[config.mk]
export PLATFORM = sky130hd
export DESIGN_NAME = llr_inv_scaler
export DESIGN_NICKNAME = d
export VERILOG_FILES = /design/src/rtl/ldpc_pkg.sv /design/src/rtl/div3_step.sv /design/src/rtl/llr_inv_scaler.sv
export SDC_FILE = /design/constraint.sdc
export NUM_CORES = 1
export LEC_CHECK = 0
export ABC_AREA = 0
export CORE_UTILIZATION = 60
export CTS_BUF_LIST = sky130_fd_sc_hd__clkbuf_16
export DETAILED_ROUTE_END_ITERATION = 16
export DONT_BUFFER_PORTS = 1
export PLACE_DENSITY = 0.76
export SYNTH_ARGS = -nofsm -noshare
export SYNTH_HDL_FRONTEND = slang
export SYNTH_SLANG_ARGS = --single-unit
[constraint.sdc]
create_clock -name i_clk -period 3.3 [get_ports i_clk]
set_clock_uncertainty 0.1 [all_clocks]
set_input_delay 0.165 -clock i_clk [delete_from_list [all_inputs] [get_ports i_clk]]
set_output_delay 0.165 -clock i_clk [all_outputs]
set_load 0.01 [all_outputs]
[src/rtl/ldpc_pkg.sv]
// Shared LDPC decoder types: LLR width/type and the inverse-scaler FSM state encoding.
package ldpc_pkg;

  localparam int unsigned LLR_W = 9;

  typedef logic signed [LLR_W-1:0] llr_t;

  typedef enum logic [1:0] {
    IDLE = 2'd0,
    BUSY = 2'd1,
    DONE = 2'd2
  } inv_scl_state_t;

endpackage : ldpc_pkg

[src/rtl/div3_step.sv]
// One restoring-division iteration by 3: shift a dividend bit into the 2-bit remainder,
// subtract 3 when it fits and emit the quotient bit.
module div3_step (
  input  logic [1:0] rem_i,
  input  logic       bit_i,
  output logic [1:0] rem_c_o,
  output logic       qbit_c_o
);

  logic [2:0] trial;
  logic [2:0] diff;

  always_comb begin
    trial    = {rem_i, bit_i};
    diff     = trial - 3'd3;
    qbit_c_o = (trial >= 3'd3);
    rem_c_o  = qbit_c_o ? diff[1:0] : trial[1:0];
  end

endmodule : div3_step

[src/rtl/llr_inv_scaler.sv]
// Undoes the x0.75 check-node scaling: o_data = sign(x)*floor(4|x|/3), computed with a
// serial MSB-first divide-by-3, with optional symmetric saturation and a valid/ready handshake.
module llr_inv_scaler
  import ldpc_pkg::*;
#(
  parameter int unsigned W      = 9,
  parameter bit          SAT_EN = 1'b1
) (
  input  logic         i_clk,
  input  logic         i_rst_n,
  input  logic         i_valid,
  output logic         o_ready,
  input  logic [W-1:0] i_data,
  output logic         o_valid,
  input  logic         i_ready,
  output logic [W-1:0] o_data,
  output logic         o_sat
);

  localparam int unsigned DW = W + 2;
  localparam int unsigned CW = $clog2(W + 3);
  localparam logic [CW-1:0] LAST_IT = CW'(W + 1);
  localparam logic [W-1:0]  MAX_W   = W'((1 << (W - 1)) - 1);
  localparam logic [DW-1:0] MAX_Q   = DW'((1 << (W - 1)) - 1);

  inv_scl_state_t state_q, state_d;
  logic [DW-1:0]  dvd_q, dvd_d;
  logic [DW-1:0]  quo_q, quo_d;
  logic [1:0]     rem_q, rem_d;
  logic [CW-1:0]  cnt_q, cnt_d;
  logic           neg_q, neg_d;
  logic           zero_q, zero_d;
  logic           ready_q, ready_d;
  logic           valid_q, valid_d;
  logic [W-1:0]   data_q, data_d;
  logic           sat_q, sat_d;

  logic [W-1:0]   abs_x;
  logic [1:0]     step_rem;
  logic           step_q;
  logic [DW-1:0]  quo_next;
  logic [W-1:0]   fmt_data;
  logic           fmt_sat;
  logic [W-1:0]   mag_w;
  logic           ovf;

  // Unsigned magnitude: the most negative code maps to 2^(W-1) without overflow.
  always_comb begin
    abs_x = i_data[W-1] ? W'(-i_data) : i_data;
  end

  div3_step u_step (
    .rem_i    (rem_q),
    .bit_i    (dvd_q[DW-1]),
    .rem_c_o  (step_rem),
    .qbit_c_o (step_q)
  );

  // Result formatting from the quotient including the final iteration's bit.
  always_comb begin
    quo_next = {quo_q[DW-2:0], step_q};
    mag_w    = quo_next[W-1:0];
    ovf      = (quo_next > MAX_Q);
    fmt_data = '0;
    fmt_sat  = 1'b0;
    if (zero_q) begin
      fmt_data = '0;
      fmt_sat  = 1'b0;
    end else if (SAT_EN && ovf) begin
      fmt_data = neg_q ? W'(-MAX_W) : MAX_W;
      fmt_sat  = 1'b1;
    end else begin
      fmt_data = neg_q ? W'(-mag_w) : mag_w;
      fmt_sat  = ovf;
    end
  end

  always_comb begin
    state_d = state_q;
    dvd_d   = dvd_q;
    quo_d   = quo_q;
    rem_d   = rem_q;
    cnt_d   = cnt_q;
    neg_d   = neg_q;
    zero_d  = zero_q;
    data_d  = data_q;
    sat_d   = sat_q;
    unique case (state_q)
      IDLE: begin
        if (i_valid && ready_q) begin
          state_d = BUSY;
          dvd_d   = {abs_x, 2'b00};
          quo_d   = '0;
          rem_d   = '0;
          cnt_d   = '0;
          neg_d   = i_data[W-1];
          zero_d  = (i_data == '0);
        end
      end
      BUSY: begin
        dvd_d = {dvd_q[DW-2:0], 1'b0};
        quo_d = quo_next;
        rem_d = step_rem;
        cnt_d = CW'(cnt_q + 1'b1);
        if (cnt_q == LAST_IT) begin
          state_d = DONE;
          data_d  = fmt_data;
          sat_d   = fmt_sat;
        end
      end
      DONE: begin
        if (i_ready) begin
          state_d = IDLE;
        end
      end
      default: state_d = IDLE;
    endcase
    ready_d = (state_d == IDLE);
    valid_d = (state_d == DONE);
  end

  always_ff @(posedge i_clk or negedge i_rst_n) begin
    if (!i_rst_n) begin
      state_q <= IDLE;
      dvd_q   <= '0;
      quo_q   <= '0;
      rem_q   <= '0;
      cnt_q   <= '0;
      neg_q   <= 1'b0;
      zero_q  <= 1'b0;
      ready_q <= 1'b1;
      valid_q <= 1'b0;
      data_q  <= '0;
      sat_q   <= 1'b0;
    end else begin
      state_q <= state_d;
      dvd_q   <= dvd_d;
      quo_q   <= quo_d;
      rem_q   <= rem_d;
      cnt_q   <= cnt_d;
      neg_q   <= neg_d;
      zero_q  <= zero_d;
      ready_q <= ready_d;
      valid_q <= valid_d;
      data_q  <= data_d;
      sat_q   <= sat_d;
    end
  end

  assign o_ready = ready_q;
  assign o_valid = valid_q;
  assign o_data  = data_q;
  assign o_sat   = sat_q;

endmodule : llr_inv_scaler

==> impl_metrics.py <==
metrics = {
    "floorplan": {
        "chipWidth_um": 61.6,
        "row_count": 21,
        "io_pins": 25,
        "floorplan.die.height_um": 61.6,
        "placeableCoreArea_um2": 3360,
        "initial_core_util_pct": 63.5,
        "floorplan.die_area_um2": 3800,
    },
    "power": {
        "total_power_mw": 2.30,
        "cellInternalPower_mw": 1.41,
        "power_density_nw_per_um2": 938,
        "power_switching_share_pct": 38.5,
        "power.share.combinational_pct": 36.2,
        "switching_power_total_mw": 0.885,
        "power.share.sequential_pct": 40.2,
        "clkPwrFrac_pct": 23.6,
        "static-leakage-power_nw": 1.07,
        "ir_worst_vdd_mv": 0.507,
    },
    "cts": {
        "postCtsSetupRepairBufs": 0,
        "cts.path.max_buffers": 2,
        "clk-insertion-delay-late_ns": 0.28,
        "htree_levels": 2,
        "cts-root-buf": "sky130_fd_sc_hd__clkbuf_16",
        "cts-hold-fix-buffers": 12,
        "cts-buffers-inserted": 5,
        "tritoncts": "built",
        "cts.sinks": 41,
        "postCtsResizedCells": 0,
        "clk_transition_reported_paths_ns": 0.06,
    },
    "place": {
        "postPlaceCellArea_um2": 2150,
        "dpl.cell_count": 254,
        "port-buffer-count": 0,
        "place.gp.congestion": 0.880,
        "dpl.hpwl_um": 2940,
    },
    "logic_synthesis": {
        "synth_common_cells": "40 x sky130_fd_sc_hd__dfrtp_1, 32 x sky130_fd_sc_hd__nand2_1, 27 x sky130_fd_sc_hd__o21ai_0, 9 x sky130_fd_sc_hd__nand3_1, 9 x sky130_fd_sc_hd__nor2_1",
        "flop_and_latch_count_out_of_synthesis": 41,
        "postSynthAreaPerCell_um2": 9.84,
        "post_synth_design_cell_area_um2": 2130,
        "synth_fp_nets": 236,
        "yosys.cell_count.top_type": "sky130_fd_sc_hd__dfrtp_1",
        "synth_top_area_share_pct": 46.9,
        "synth.yosys.seq_area_share_pct": 48.1,
        "ys.warnings.count": 0,
        "syn-instance-count": 217,
        "ys_top_cells_by_area": "sky130_fd_sc_hd__dfrtp_1 47%, sky130_fd_sc_hd__o21ai_0 6.3%, sky130_fd_sc_hd__nand2_1 5.6%, sky130_fd_sc_hd__ha_1 3.5%, sky130_fd_sc_hd__a22oi_1 2.5%",
        "synth-edff-count": 0,
        "yosys_most_used_dff": "sky130_fd_sc_hd__dfrtp_1",
        "ys_async_sr_fraction_pct": 100,
        "yosys.area.top_type": "sky130_fd_sc_hd__dfrtp_1",
        "synthDistinctLibCells": 54,
    },
    "detailed_routing": {
        "detail_route.wl_per_cell_um": 15.8,
        "route.detailed.vias_per_inst": 6.23,
        "finalWirelength_um": 4320,
        "postRouteAntennaNets": 0,
        "drt_iter0_drc": 118,
        "wl_met1_um": 1840,
        "highest-signal-layer": "met4",
        "met2_length_um": 2210,
        "vias": 1707,
        "dr.pass1.iters": 4,
        "drc": 0,
        "wl_met3_um": 166,
    },
    "critical_path": {
        "worstSetupPathType": "reg -> reg",
        "worst_ep_arrival_time_ns": 2.52,
        "critical_path.endpoint_type": "flop",
        "start_kind": "flop",
        "worstPathRequired_ns": 3.37,
        "timing.critical_path.slowest_stage_cell": "sky130_fd_sc_hd__dfrtp_1",
        "crit_buf_inv": 0,
        "path_max_fanout": 6,
        "worstPathCellList": "ha_1 -> a211o_4 -> ha_1 -> nand4b_1 -> o31ai_2 -> a21boi_1 -> a22o_1",
        "worst_stage_delay_on_the_critical_path_ns": 0.45,
        "critPathMostFrequentCell": "sky130_fd_sc_hd__ha_1",
        "cp_top_family": "compound AO/OA/AOI/OAI gates",
    },
    "sta": {
        "timing.setup.tns_ns": 0,
        "period_minus_slack_ns": 2.45,
        "rsz0062_at_grt": "false",
        "report.final.hold_viol_count": 0,
        "worstMarginPinSlew_ns": 0.685,
        "max-slew-margin-rel_pct": 54.3,
        "setup_violations": 0,
        "max_freq_ghz": 0.408,
        "final_min_period_over_clock_period_pct": 74.4,
        "timing_max_transition_violations_final": 0,
    },
    "cells_and_area": {
        "nNetsFinal": 246,
        "antenna_cells": 0,
        "drive_gt1_share_pct": 7.46,
        "sequential_cell_area_um2": 1030,
        "multi_input_area_um2": 1030,
        "final_design_area_no_fill_um2": 2450,
        "synthToLayoutAreaGrowth_pct": 14.7,
        "stdcell_count": 274,
        "n_fill_cell": 248,
    },
    "hold_path": {
        "hold_class": "in -> reg",
    },
    "global_routing": {
        "largest_net_degree_at_the_start_of_global_routing": 42,
        "antenna_violations_before_repair": 0,
        "grt.total_usage_pct": 26.3,
        "grt_pass1_vias": 1623,
        "grt_pass1_wl_um": 7100,
        "gr-total-overflow": 0,
    },
    "flow_run": {
        "number_of_max_cap_violations": 0,
    },
    "outcome": {
        "run_status": "completed",
    },
}
-- routing by layer --
layer  track usage [%]  vias to the layer above
li1                  -                      818
met1              30.5                      828
met2              44.5                       53
met3              7.98                        8
met4              12.4                        0
met5                 0                        -
-- placed cells by master, fill, tap and decap left out, drive strengths merged, types with 2 or more instances in the layout --
cell type    synthesis  layout
buf                  5       3
xnor2                4       4
o31ai                5       5
dlygate4sd3          0      11
nor3                 5       5
inv                  7       7
o21ai               31      31
nor3b                2       2
nor4                 2       2
ha                   6       6
a2bb2oi              2       2
nand3b               2       2
xor2                 4       4
o41ai                3       3
nor2b                2       2
nand4                2       2
dfrtp               40      40
a211o                2       2
a22oi                7       7
nand2               32      32
a22o                 6       6
nor2                 9       9
clkbuf               6       5
or4                  3       3
nand2b               2       2
nand3                9       9
-- power by group through the flow --
stage,Combinational (mW),Clock [mW],Sequential [mW]
2_1_floorplan,0.713,0,0.854
3_5_place_dp,0.811,0,0.926
5_1_grt,0.936,0.578,0.955
6_report,0.832,0.542,0.923
3_3_place_gp,0.783,0,0.915
4_1_cts,0.836,0.553,0.920
-- metrics by stage --
stage	utilization [%]	setup WS, ns	hold WS (ns)
after global routing	72.8	0.739	0.0250
after floorplan	-	1.07	-0.231
after CTS	72.8	0.865	0.00165
final	72.8	0.846	0.00591
after global placement	64.0	0.969	-0.230
after detailed placement	64.0	0.887	-0.230
-- area by class of cell --
class	instances	share of cell area [%]
clock inverter	3	1.69
timing repair buffer	14	5.93
clock buffer	5	5.11
sequential	41	42.0
tap	46	2.35
multi-input combinational	158	41.9
inverter	7	1.07
-- path summary, 6_finish.rpt --
check                               start   endpoint  slack, ns  cells after the start
worst max register to register  dvd_q[10]  o_data[1]       0.85                      7
min in group asynchronous         i_rst_n  o_data[8]       0.24                      2
worst min register to register   cnt_q[3]   cnt_q[3]       0.40                      1
max in group asynchronous         i_rst_n    o_ready       2.60                      2
worst max-delay path            dvd_q[10]  o_data[1]       0.85                      7
worst min-delay path            i_data[6]   dvd_q[8]      0.006                      2
-- state kept, by name, summed over array words and instances, names as in the netlist --
name and count:
cnt_q 4, dvd_q 9, neg_q 1, o_data 9
o_ready 1, o_sat 1, o_valid 1, quo_q 10
rem_q 2, state_q 2, zero_q 1
-- logic make-up after synthesis --
group                      share of synthesized area, %
AOI/OAI and AO/OA                                  23.6
buffers and inverters                              3.81
xor gates and xnor gates                           3.28
adders and majority gates                          3.52
DFF                                                48.1
muxes                                             0.469
and+or+nand+nor                                    17.2
No activity file was read; power rests on OpenSTA's default activity.
